[config.mk]
export PLATFORM = sky130hd
export DESIGN_NAME = sync_fifo_param
export DESIGN_NICKNAME = d
export VERILOG_FILES = /design/src/rtl/sync_fifo_param.sv
export SDC_FILE = /design/constraint.sdc
export NUM_CORES = 1
export LEC_CHECK = 0
export BUFFER_PORTS_ARGS = -buffer_cell sky130_fd_sc_hd__buf_2
export CAP_MARGIN = 20
export CORE_UTILIZATION = 45
export CTS_CLUSTER_SIZE = 24
export DETAILED_ROUTE_END_ITERATION = 12
export PLACE_DENSITY = 0.64
export SETUP_SLACK_MARGIN = 0.5
export SYNTH_ARGS = -nofsm -noshare
export SYNTH_HDL_FRONTEND = slang
export SYNTH_SLANG_ARGS = --single-unit
[constraint.sdc]
create_clock -name clk -period 4.5 [get_ports clk]
set_clock_uncertainty 0.2 [all_clocks]
set_input_delay 0.675 -clock clk [delete_from_list [all_inputs] [get_ports clk]]
set_output_delay 0.675 -clock clk [all_outputs]
set_load 0.03 [all_outputs]
[src/rtl/sync_fifo_param.sv]
// Single-clock FIFO with registered read port, occupancy count, programmable
// almost-full/almost-empty thresholds and sticky overflow/underflow bits.
module sync_fifo_param #(
  parameter int WIDTH    = 8,
  parameter int DEPTH    = 16,
  parameter int AF_LEVEL = DEPTH - 2,
  parameter int AE_LEVEL = 2
) (
  input  logic                     clk,
  input  logic                     rst,
  input  logic                     err_clr,
  input  logic                     wr_en,
  input  logic [WIDTH-1:0]         wr_data,
  input  logic                     rd_en,
  output logic [WIDTH-1:0]         rd_data,
  output logic                     rd_valid,
  output logic [$clog2(DEPTH):0]   count,
  output logic                     full,
  output logic                     empty,
  output logic                     almost_full,
  output logic                     almost_empty,
  output logic                     overflow,
  output logic                     underflow
);

  localparam int AW = $clog2(DEPTH);
  localparam int CW = AW + 1;

  logic [WIDTH-1:0] mem [DEPTH];
  logic [AW-1:0]    wptr;
  logic [AW-1:0]    rptr;
  logic             wr_ok;
  logic             rd_ok;

  // Gating on the registered flags resolves the full/empty simultaneous cases:
  // full admits only the read, empty admits only the write.
  assign wr_ok = wr_en && !full;
  assign rd_ok = rd_en && !empty;

  assign full         = (count == CW'(DEPTH));
  assign empty        = (count == '0);
  assign almost_full  = (count >= CW'(AF_LEVEL));
  assign almost_empty = (count <= CW'(AE_LEVEL));

  always_ff @(posedge clk) begin
    if (wr_ok) mem[wptr] <= wr_data;
  end

  always_ff @(posedge clk) begin
    if (rst) begin
      wptr      <= '0;
      rptr      <= '0;
      count     <= '0;
      rd_data   <= '0;
      rd_valid  <= 1'b0;
      overflow  <= 1'b0;
      underflow <= 1'b0;
    end else begin
      rd_valid <= rd_ok;
      if (wr_ok) wptr <= wptr + 1'b1;
      if (rd_ok) begin
        rptr    <= rptr + 1'b1;
        rd_data <= mem[rptr];
      end
      unique case ({wr_ok, rd_ok})
        2'b10:   count <= count + 1'b1;
        2'b01:   count <= count - 1'b1;
        default: count <= count;
      endcase
      // A new error in the clearing cycle keeps the bit set.
      overflow  <= (overflow  && !err_clr) || (wr_en && full);
      underflow <= (underflow && !err_clr) || (rd_en && empty);
    end
  end

endmodule

==> After elaboration in Yosys (flattened, before gate mapping) <==
Memories as Yosys holds them, arrays and structs flattened. A register that Yosys moved wholly into a read port is not among the register bits.
Cells that the tools add are included.
{ "word_totals": {"rom_bits": 0, "reg_bits": 16, "mem_bits_rw": 128, "latchBits": 0, "memories": 1, "in_bits": 13, "out_inout_bits": 20} }
{ "mem_list": {"columns": ["memory", "words", "width", "read_ports", "rd_clocked_by_memory_dff", "wr", "line_no", "text"], "rows": [
  ["mem", 16, 8, 1, 1, 1, "29", "logic [WIDTH-1:0] mem [DEPTH];"]
]} }
{ "classes": {"muxes": 3, "reduce_logical": 13, "n_lt_le_gt_ge": 2, "multipliers": 0, "bitwise": 0, "shifts": 0, "div_mod_pow": 0, "n_eq_ne": 3, "n_addsub": 4} }
{ "op_table": {"columns": ["op", "n"], "rows": [
  ["$pmux 5 s2", 1],
  ["$add 4x1->4 const B", 2],
  ["$logic_and 1x1->1", 6],
  ["$add 5x1->5 const B", 1],
  ["$eq 5x5->1 const B", 1],
  ["$ge 5x4->1 const B", 1],
  ["$le 5x2->1 const B", 1],
  ["$logic_not 5->1", 1],
  ["$sub 5x1->5 const B", 1],
  ["$logic_not 1->1", 3],
  ["$eq 2x1->1 const B", 1],
  ["$eq 2x2->1 const B", 1],
  ["$logic_or 1x1->1", 2],
  ["$mux 1", 2],
  ["$reduce_bool 2->1", 1]
]} }

==> Logic depth before layout (Yosys ltp) <==
Gate-level depths: netlist of run 1.
{ "depth": {"depth_word": 5, "depth_mapped": 13, "depth_no_buf": 11} }

==> Worst setup path before layout of run 1 <==
No wires, ideal clock.
{ "synth_timing": {"kind": "flip-flop to flip-flop", "startpoint": "reg count[1]", "endpoint": "reg count[4]", "n_path_buf": 3, "stages_incl_launch_ff": 14, "slack_ns": 1.401, "arrival_ns": 2.775, "setup_ns": 0.123, "path_cell_list": "dfxtp_1 > buf_6 > nor4_4 > a21oi_2 > buf_2 > ha_1 > buf_2 > xor2_1 > ha_1 > a21oi_1 > nand2b_1 > a21o_1 > a21oi_1 > mux2_1"} }
{ "synth_between": {"elab_chain_cells": 5} }
{ "synth_lines": {"columns": ["element", "line_no", "text"], "rows": [
  ["from (decl)", "17", "output logic [$clog2(DEPTH):0] count,"],
  ["from (signal assigned)", "66", "2'b10: count <= count + 1'b1;"],
  ["from (signal assigned)", "67", "2'b01: count <= count - 1'b1;"],
  ["from (signal assigned)", "68", "default: count <= count;"],
  ["$logic_not 5->1 *", "41", "assign empty = (count == '0);"],
  ["$logic_not 1->1 *", "38", "assign rd_ok = rd_en && !empty;"],
  ["$logic_and 1x1->1 *", "38", null],
  ["named net rd_ok", "33", "logic rd_ok;"],
  ["$eq 2x1->1 or $eq 2x2->1 (tied branches)", "65", "unique case ({wr_ok, rd_ok})"],
  ["$pmux 5 s2 or $reduce_bool 2->1 (tied branches)", null, null]
]} }
Mark *: on every way through the listed nets, which the timed path passes. The rest lies on a longest branch.
A chain may end at the register's enable or synchronous reset.

==> Worst setup path after layout of run 1 <==
{ "layout_timing": {"startpoint": "reg count[1]", "endpoint": "reg count[4]"} }
{ "layout_between": {"elab_chain_cells": 5} }
{ "layout_lines": {"columns": ["element", "line_no"], "rows": [
  ["$eq 5x5->1 or $logic_not 5->1 (tied branches)", "40, 41"],
  ["$logic_not 1->1, on equally long branches", "37, 38"],
  ["$logic_and 1x1->1, on equally long branches", "37, 38"],
  ["$eq 2x1->1 or $eq 2x2->1 (tied branches)", "65"],
  ["$pmux 5 s2 or $reduce_bool 2->1 (tied branches)", null]
]} }
Several ways; a longest one is shown, not always the timed one.

==> results of run 1 <==
==> cell type report <==
type / count / area [um^2]
Clock buffer: 18 / 429
Clock inverter: 12 / 111
Fill cell: 1133 / 6340
Inverter: 6 / 22.5
Multi-Input combinational cell: 226 / 1700
Sequential cell: 152 / 4330
Tap cell: 176 / 220
Timing Repair Buffer: 38 / 200
==> sequential cells by signal (all words and copies together), names as in the netlist <==
name and count:
overflow 1, wptr 4, underflow 1, rptr 4, mem 128, count 5, rd_valid 1, rd_data 8
==> Yosys cell counts (all sizes together) (3+ instances only) <==
cell type,count
ha,9
nor4,10
edfxtp,128
nor2,38
a21oi,6
o22ai,34
a211oi,8
nand2b,5
nor3,5
buf,18
nand2,11
dfxtp,24
mux2i,66
inv,6
nand3b,3
clkbuf,6
a22oi,3
xor2,7
==> through the flow <==
step                      hold slack [ns]  total power, mW
after floorplan                     0.354             2.43
after global placement              0.289             2.63
after detailed placement            0.293             2.65
after CTS                           0.301             3.96
after global routing                0.326             4.11
final                               0.296             3.94
==> how the worst min path moves through the flow <==
stage                                          to  slack [ns]
final                     rd_data[1]$_SDFFE_PP0P_        0.30
after floorplan              wptr[0]$_SDFFE_PP0P_        0.35
after CTS                 rd_data[1]$_SDFFE_PP0P_        0.30
after detailed placement  rd_data[1]$_SDFFE_PP0P_        0.29
after global placement    rd_data[1]$_SDFFE_PP0P_        0.29
after global routing         underflow$_SDFF_PP0_        0.33
==> cells by family after synthesis <==
logic type	share of synthesized area
fa+ha+maj	0.0181
mux	0.108
compound gates	0.0655
buf+inv	0.0302
xor+xnor	0.0127
flops	0.696
simple gates	0.0689
==> critical path, cell delays in order, from the launching register on <==
cell	delay [ns]
dfxtp_1	0.42
nor4_4	0.45
a21oi_2	0.10
buf_4	0.22
ha_1	0.32
xor2_1	0.19
ha_1	0.21
a21oi_1	0.20
nand2b_1	0.09
a21o_1	0.19
a21oi_1	0.15
mux2_1	0.33
==> layer usage <==
metal	wire, um	part of all wire	GRT usage
met1	5650	0.45	0.252
met2	6040	0.48	0.291
met3	613	0.049	0.0431
met4	251	0.020	0.0750
met5	0	0	0
==> where the power goes <==
group | internal, mW | total [mW] | switching [mW] | leakage [nW]
clock | 0.797 | 1.31 | 0.514 | 0.267
combinational | 0.310 | 0.887 | 0.577 | 0.670
sequential | 1.63 | 1.74 | 0.108 | 1.35
total | 2.74 | 3.94 | 1.20 | 2.29
==> flow_metrics.py, run 1 <==
metrics = {
    "floorplan": {
        "fp.coreArea_mm2": 0.0133,
        "initial_utilization": 0.465,
        "row_count": 42,
        "die_h_um": 119,
        "die_area_mm2": 0.0143,
        "fp.dieW_um": 119,
        "io_pins": 33,
    },
    "yosys": {
        "yosysUniqueCellTypes": 41,
        "synth_top_area_share": 0.619,
        "synth_warnings": 0,
        "syn_inst": 408,
        "yosys.area.top_type": "edfxtp_1",
        "ys_ff_latch": 152,
        "synth-seq-area-share": 0.696,
        "synth_area_per_cell_um2": 15.2,
        "synthesis.area_mm2": 0.00621,
        "ys.flop_type": "edfxtp_1",
        "ys_top_cells_by_area": "edfxtp_1 (62%), mux2i_1 (11%), dfxtp_1 (7.7%)",
        "synth.net_count": 430,
        "async_flop_share": 0,
        "synth_edf_count": 128,
    },
    "critical_path": {
        "setup.worst_path.class": "register to register",
        "required_ns": 4.60,
        "cp_max_fo": 22,
        "crit_end": "count[4]$_SDFFE_PP0P_",
        "worst_setup_path_start_kind": "register",
        "reg2reg_to": "count[4]$_SDFFE_PP0P_",
        "end_kind": "register",
        "r2r_slack_ns": 1.33,
        "cp.arrival_ns": 3.27,
        "reg2reg_from": "count[1]$_SDFFE_PP0P_",
        "rr_worst_depth": 11,
        "crit_start": "count[1]$_SDFFE_PP0P_",
    },
    "clocking": {
        "clkSinkCount": 152,
        "clock_path_buffers": 2,
        "cts_tree": "yes",
        "cts-root-buf": "clkbuf_16",
        "hold_buffers": 0,
        "cts_setup_buffers": 0,
        "worstSkewPairLatency_ns": 0.41,
        "htree_levels": 4,
        "cts_resized": 0,
        "clk_pin_slew_ns": 0.06,
        "cts_buffers": 17,
    },
    "timing": {
        "fin_setup_tns_ns": 0,
        "min_period_over_period": 0.705,
        "fmax_mhz": 315,
        "grt_setup_unrepaired": "false",
        "slew_headroom": 0.310,
        "setup_slack_ns": 1.33,
        "hold_violations": 0,
        "tightest_slew_ns": 1.03,
        "setup_viol": 0,
        "period_needed_ns": 3.17,
        "slew_viol_final": 0,
    },
    "place": {
        "dp.cells": 596,
        "port_buffers": 32,
        "place_area_mm2": 0.00646,
        "gp_congestion": 0.833,
        "hpwl_mm": 8.08,
        "place_ws_ns": 1.31,
    },
    "drt": {
        "drt_iter0_drc": 236,
        "routedWlPerCell_um": 20.0,
        "totalWireLength_mm": 12.6,
        "ant_nets": 0,
        "drc": 0,
        "via_per_inst": 5.48,
        "vias": 3444,
        "dr.pass1.iters": 5,
    },
    "layout": {
        "instances_no_fill": 628,
        "post-route-util": 0.525,
        "syn2layout_area_growth_pct": 12.9,
        "final_common_cell": "edfxtp_1",
        "layout_common_cells": "edfxtp_1 (128), mux2i_1 (66), nor2_1 (38)",
        "fin_nets": 463,
        "drive_gt1_frac": 0.162,
        "num_antenna_cells": 0,
        "stdcell_area_mm2": 0.00701,
    },
    "grt": {
        "grt_max_degree": 60,
        "grt_usage": 0.186,
        "grt_pass1_wl_mm": 19.1,
        "grt_overflow": 0,
        "antenna_found_initial": 0,
        "grt_pass1_vias": 3317,
    },
    "pwr": {
        "ir_drop_uv": 297,
        "powerDensity_mw_per_mm2": 562,
        "leakagePower_nw": 2.29,
    },
    "hold_path": {
        "hp-start": "rd_data[1]$_SDFFE_PP0P_",
        "hold_path_class": "register to register",
        "holdPathStages": 2,
    },
    "status": {
        "status": "finished, final reports clean",
    },
    "run": {
        "cap_violations": 0,
    },
}
Note: power is estimated with default switching activity, not from simulation.
==> run 2, diff against run 1 <==
--- a/config.mk
+++ b/config.mk
@@ -5,6 +5,7 @@
 export SDC_FILE = /design/constraint.sdc
 export NUM_CORES = 1
 export LEC_CHECK = 0
+export ABC_AREA = 1
 export BUFFER_PORTS_ARGS = -buffer_cell sky130_fd_sc_hd__buf_2
 export CAP_MARGIN = 20
 export CORE_UTILIZATION = 45
==> constraint.sdc (replaced) <==
create_clock -name clk -period 2.92 [get_ports clk]
set_clock_uncertainty 0.2 [all_clocks]
set_input_delay 0.438 -clock clk [delete_from_list [all_inputs] [get_ports clk]]
set_output_delay 0.438 -clock clk [all_outputs]
set_load 0.03 [all_outputs]
==> run 2 against run 1 <==
Routed wire length up 18%. Sequential share of layout area down 5.5 points. Fmax up 40%. Critical path type unchanged.
==> flow_metrics.py, run 2 <==
metrics = {
    "critical_path": {
        "worst_setup_path_start_kind": "register",
        "reg2reg_from": "count[1]$_SDFFE_PP0P_",
        "max_stage_delay_ns": 0.67,
        "cp.arrival_ns": 2.10,
        "cp_max_fo": 8,
        "cp.depth": 6,
        "crit_buf_inv": 1,
        "crit_family": "simple AND/OR/NAND/NOR gates",
        "rr_worst_depth": 6,
        "crit_slowest_cell": "nor2_1",
        "required_ns": 2.76,
        "crit_chain": "nor2_4 -> nand4_1 -> nand2_4 -> inv_2 -> nand2_1 -> nor2_1",
        "setup.worst_path.class": "register to register",
        "end_kind": "register",
        "r2r_slack_ns": 0.66,
        "reg2reg_to": "mem[1][6]$_DFFE_PP_",
    },
    "layout": {
        "layout_common_cells": "nand2_1 (239), edfxtp_1 (128), nand3_1 (96)",
        "fin_nets": 751,
        "largest_reg_flops": 128,
        "num_antenna_cells": 0,
        "final_common_cell": "nand2_1",
        "top_register": "mem",
        "drive_gt1_frac": 0.124,
        "syn2layout_area_growth_pct": 15.3,
        "instances_no_fill": 926,
        "reg.largest.list": "mem (128), rd_data (8), count (5)",
    },
    "timing": {
        "hold_violations": 0,
        "slew_viol_final": 0,
        "tightest_slew_ns": 0.850,
        "period_needed_ns": 2.26,
        "slew_headroom": 0.431,
        "min_period_over_period": 0.775,
        "setup_viol": 0,
        "fmax_mhz": 442,
        "grt_setup_unrepaired": "false",
        "fin_setup_tns_ns": 0,
    },
    "pwr": {
        "p_total_mw": 7.04,
        "ir_drop_uv": 520,
        "powerDensity_mw_per_mm2": 913,
        "leakagePower_nw": 3.34,
    },
    "grt": {
        "antenna_found_initial": 0,
        "grt_usage": 0.209,
        "grt_pass1_wl_mm": 22.9,
        "grt_pass1_vias": 4419,
        "grt_max_degree": 36,
        "grt_overflow": 0,
    },
    "clocking": {
        "htree_levels": 4,
        "cts_tree": "yes",
        "clock_path_buffers": 2,
        "clk_pin_slew_ns": 0.06,
        "clkSinkCount": 152,
        "cts-root-buf": "clkbuf_16",
        "worstSkewPairLatency_ns": 0.42,
        "cts_buffers": 17,
    },
    "yosys": {
        "synth_edf_count": 128,
        "synth_area_per_cell_um2": 9.68,
        "async_flop_share": 0,
        "yosys.area.top_type": "edfxtp_1",
        "syn_inst": 690,
        "synth_top_area_share": 0.575,
        "synth_compound_area_frac": 0.0163,
        "synth-seq-area-share": 0.647,
        "synthesis.area_mm2": 0.00668,
        "ys_ff_latch": 152,
        "ys_top_cells_by_area": "edfxtp_1 (58%), nand2_1 (13%), dfxtp_1 (7.2%)",
        "synth-xor-area-share": 0.00655,
        "synth_warnings": 0,
        "muxShareOfSynthArea": 0,
        "yosysUniqueCellTypes": 28,
        "ys.flop_type": "edfxtp_1",
        "netlist_top_cells_count": "nand2_1 (239), edfxtp_1 (128), nand3_1 (96), inv_1 (93), nor2_1 (36)",
        "yosys.area_share.adder": 0.0169,
        "synth.most_common_cell": "nand2_1",
        "synth.net_count": 712,
        "synth_top_family_by_area": "simple AND/OR/NAND/NOR gates",
        "synth-simple-area-share": 0.235,
    },
    "hold_path": {
        "hp-start": "err_clr",
        "whs_endpoint": "overflow$_SDFF_PP0_",
        "holdPathStages": 4,
        "hold_path_class": "input port to register",
    },
    "drt": {
        "ant_nets": 0,
        "drc": 0,
        "dr.pass1.iters": 5,
        "routedWlPerCell_um": 16.0,
        "vias": 4659,
        "drt_iter0_drc": 268,
        "totalWireLength_mm": 14.8,
        "via_per_inst": 5.03,
    },
    "floorplan": {
        "fp.coreArea_mm2": 0.0145,
        "die_area_mm2": 0.0153,
        "initial_utilization": 0.460,
        "io_pins": 33,
        "fp.dieW_um": 124,
        "die_h_um": 124,
        "row_count": 44,
    },
    "place": {
        "dp.cells": 887,
        "gp_congestion": 0.865,
        "port_buffers": 32,
        "hpwl_mm": 9.39,
    },
    "run": {
        "cap_violations": 0,
    },
    "status": {
        "status": "finished, final reports clean",
    },
}
==> run 2: what timing repair did <==
action | 4_1_cts | 5_1_grt
endpoints found under the setup margin | 3 | 21
gates resized for setup | 3 | 7
hold buffers | 0 | 0
buffers inserted | 0 | 7
pin swaps | 0 | 4
==> run 2: area by class of cell <==
class / instances / area, um^2
multi-input cells: 412 / 1870
fillers: 1303 / 6830
repair buffers: 48 / 280
clock inverters: 10 / 149
well taps: 184 / 230
clock buffers: 22 / 464
inverters: 98 / 375
flip-flops and latches: 152 / 4330
==> run 2: worst max path at each step <==
stage,startpoint,endpoint,slack (ns)
after floorplan,count[0]$_SDFFE_PP0P_,count[4]$_SDFFE_PP0P_,0.54
after global placement,rd_en,count[4]$_SDFFE_PP0P_,0.49
after detailed placement,count[3]$_SDFFE_PP0P_,count[4]$_SDFFE_PP0P_,0.35
after CTS,count[3]$_SDFFE_PP0P_,count[4]$_SDFFE_PP0P_,0.52
after global routing,count[3]$_SDFFE_PP0P_,count[4]$_SDFFE_PP0P_,0.49
final,count[1]$_SDFFE_PP0P_,mem[1][6]$_DFFE_PP_,0.66
==> run 2: stage by stage <==
| stage | util | worst slack, ns | hold WS (ns) | instance area, um^2 |
|---|---|---|---|---|
| after floorplan | - | 0.543 | 0.272 | 6690 |
| after global placement | 0.481 | 0.488 | 0.250 | 6990 |
| after detailed placement | 0.481 | 0.352 | 0.258 | 6990 |
| after CTS | 0.524 | 0.523 | 0.0715 | 7610 |
| after global routing | 0.530 | 0.487 | 0.0911 | 7700 |
| final | 0.530 | 0.658 | 0.0870 | 7700 |
==> run 2: kinds of logic (layout without fill, tap and decap cells) <==
group                      count (synthesis)  in the layout
buffers and inverters                    126            178
xor gates and xnor gates                   5              5
DFF                                      152            152
and+or+nand+nor                          379            379
AOI/OAI and AO/OA                         19             19
adders and majority gates                  9              9
==> run 2: metal layers <==
metal | vias to the layer above | GRT usage | share of wire | wire length [um]
li1 | 2305 | - | - | -
met1 | 2200 | 0.260 | 0.44 | 6470
met2 | 120 | 0.336 | 0.49 | 7220
met3 | 34 | 0.0485 | 0.045 | 660
met4 | 0 | 0.117 | 0.032 | 476
met5 | - | 0 | 0 | 0
==> run 2: worst reg2reg max path, stage by stage (launching register included) <==
cell	delay, ns
dfxtp_2	0.42
nor2_4	0.07
nand4_1	0.17
nand2_4	0.11
inv_2	0.12
nand2_1	0.13
nor2_1	0.67
==> run 2: power breakdown <==
group	total [mW]	switching [mW]	internal [mW]	leakage (nW)
combinational	2.14	1.52	0.624	1.68
sequential	2.61	0.103	2.51	1.36
clock	2.28	0.815	1.46	0.305
total	7.04	2.44	4.60	3.34
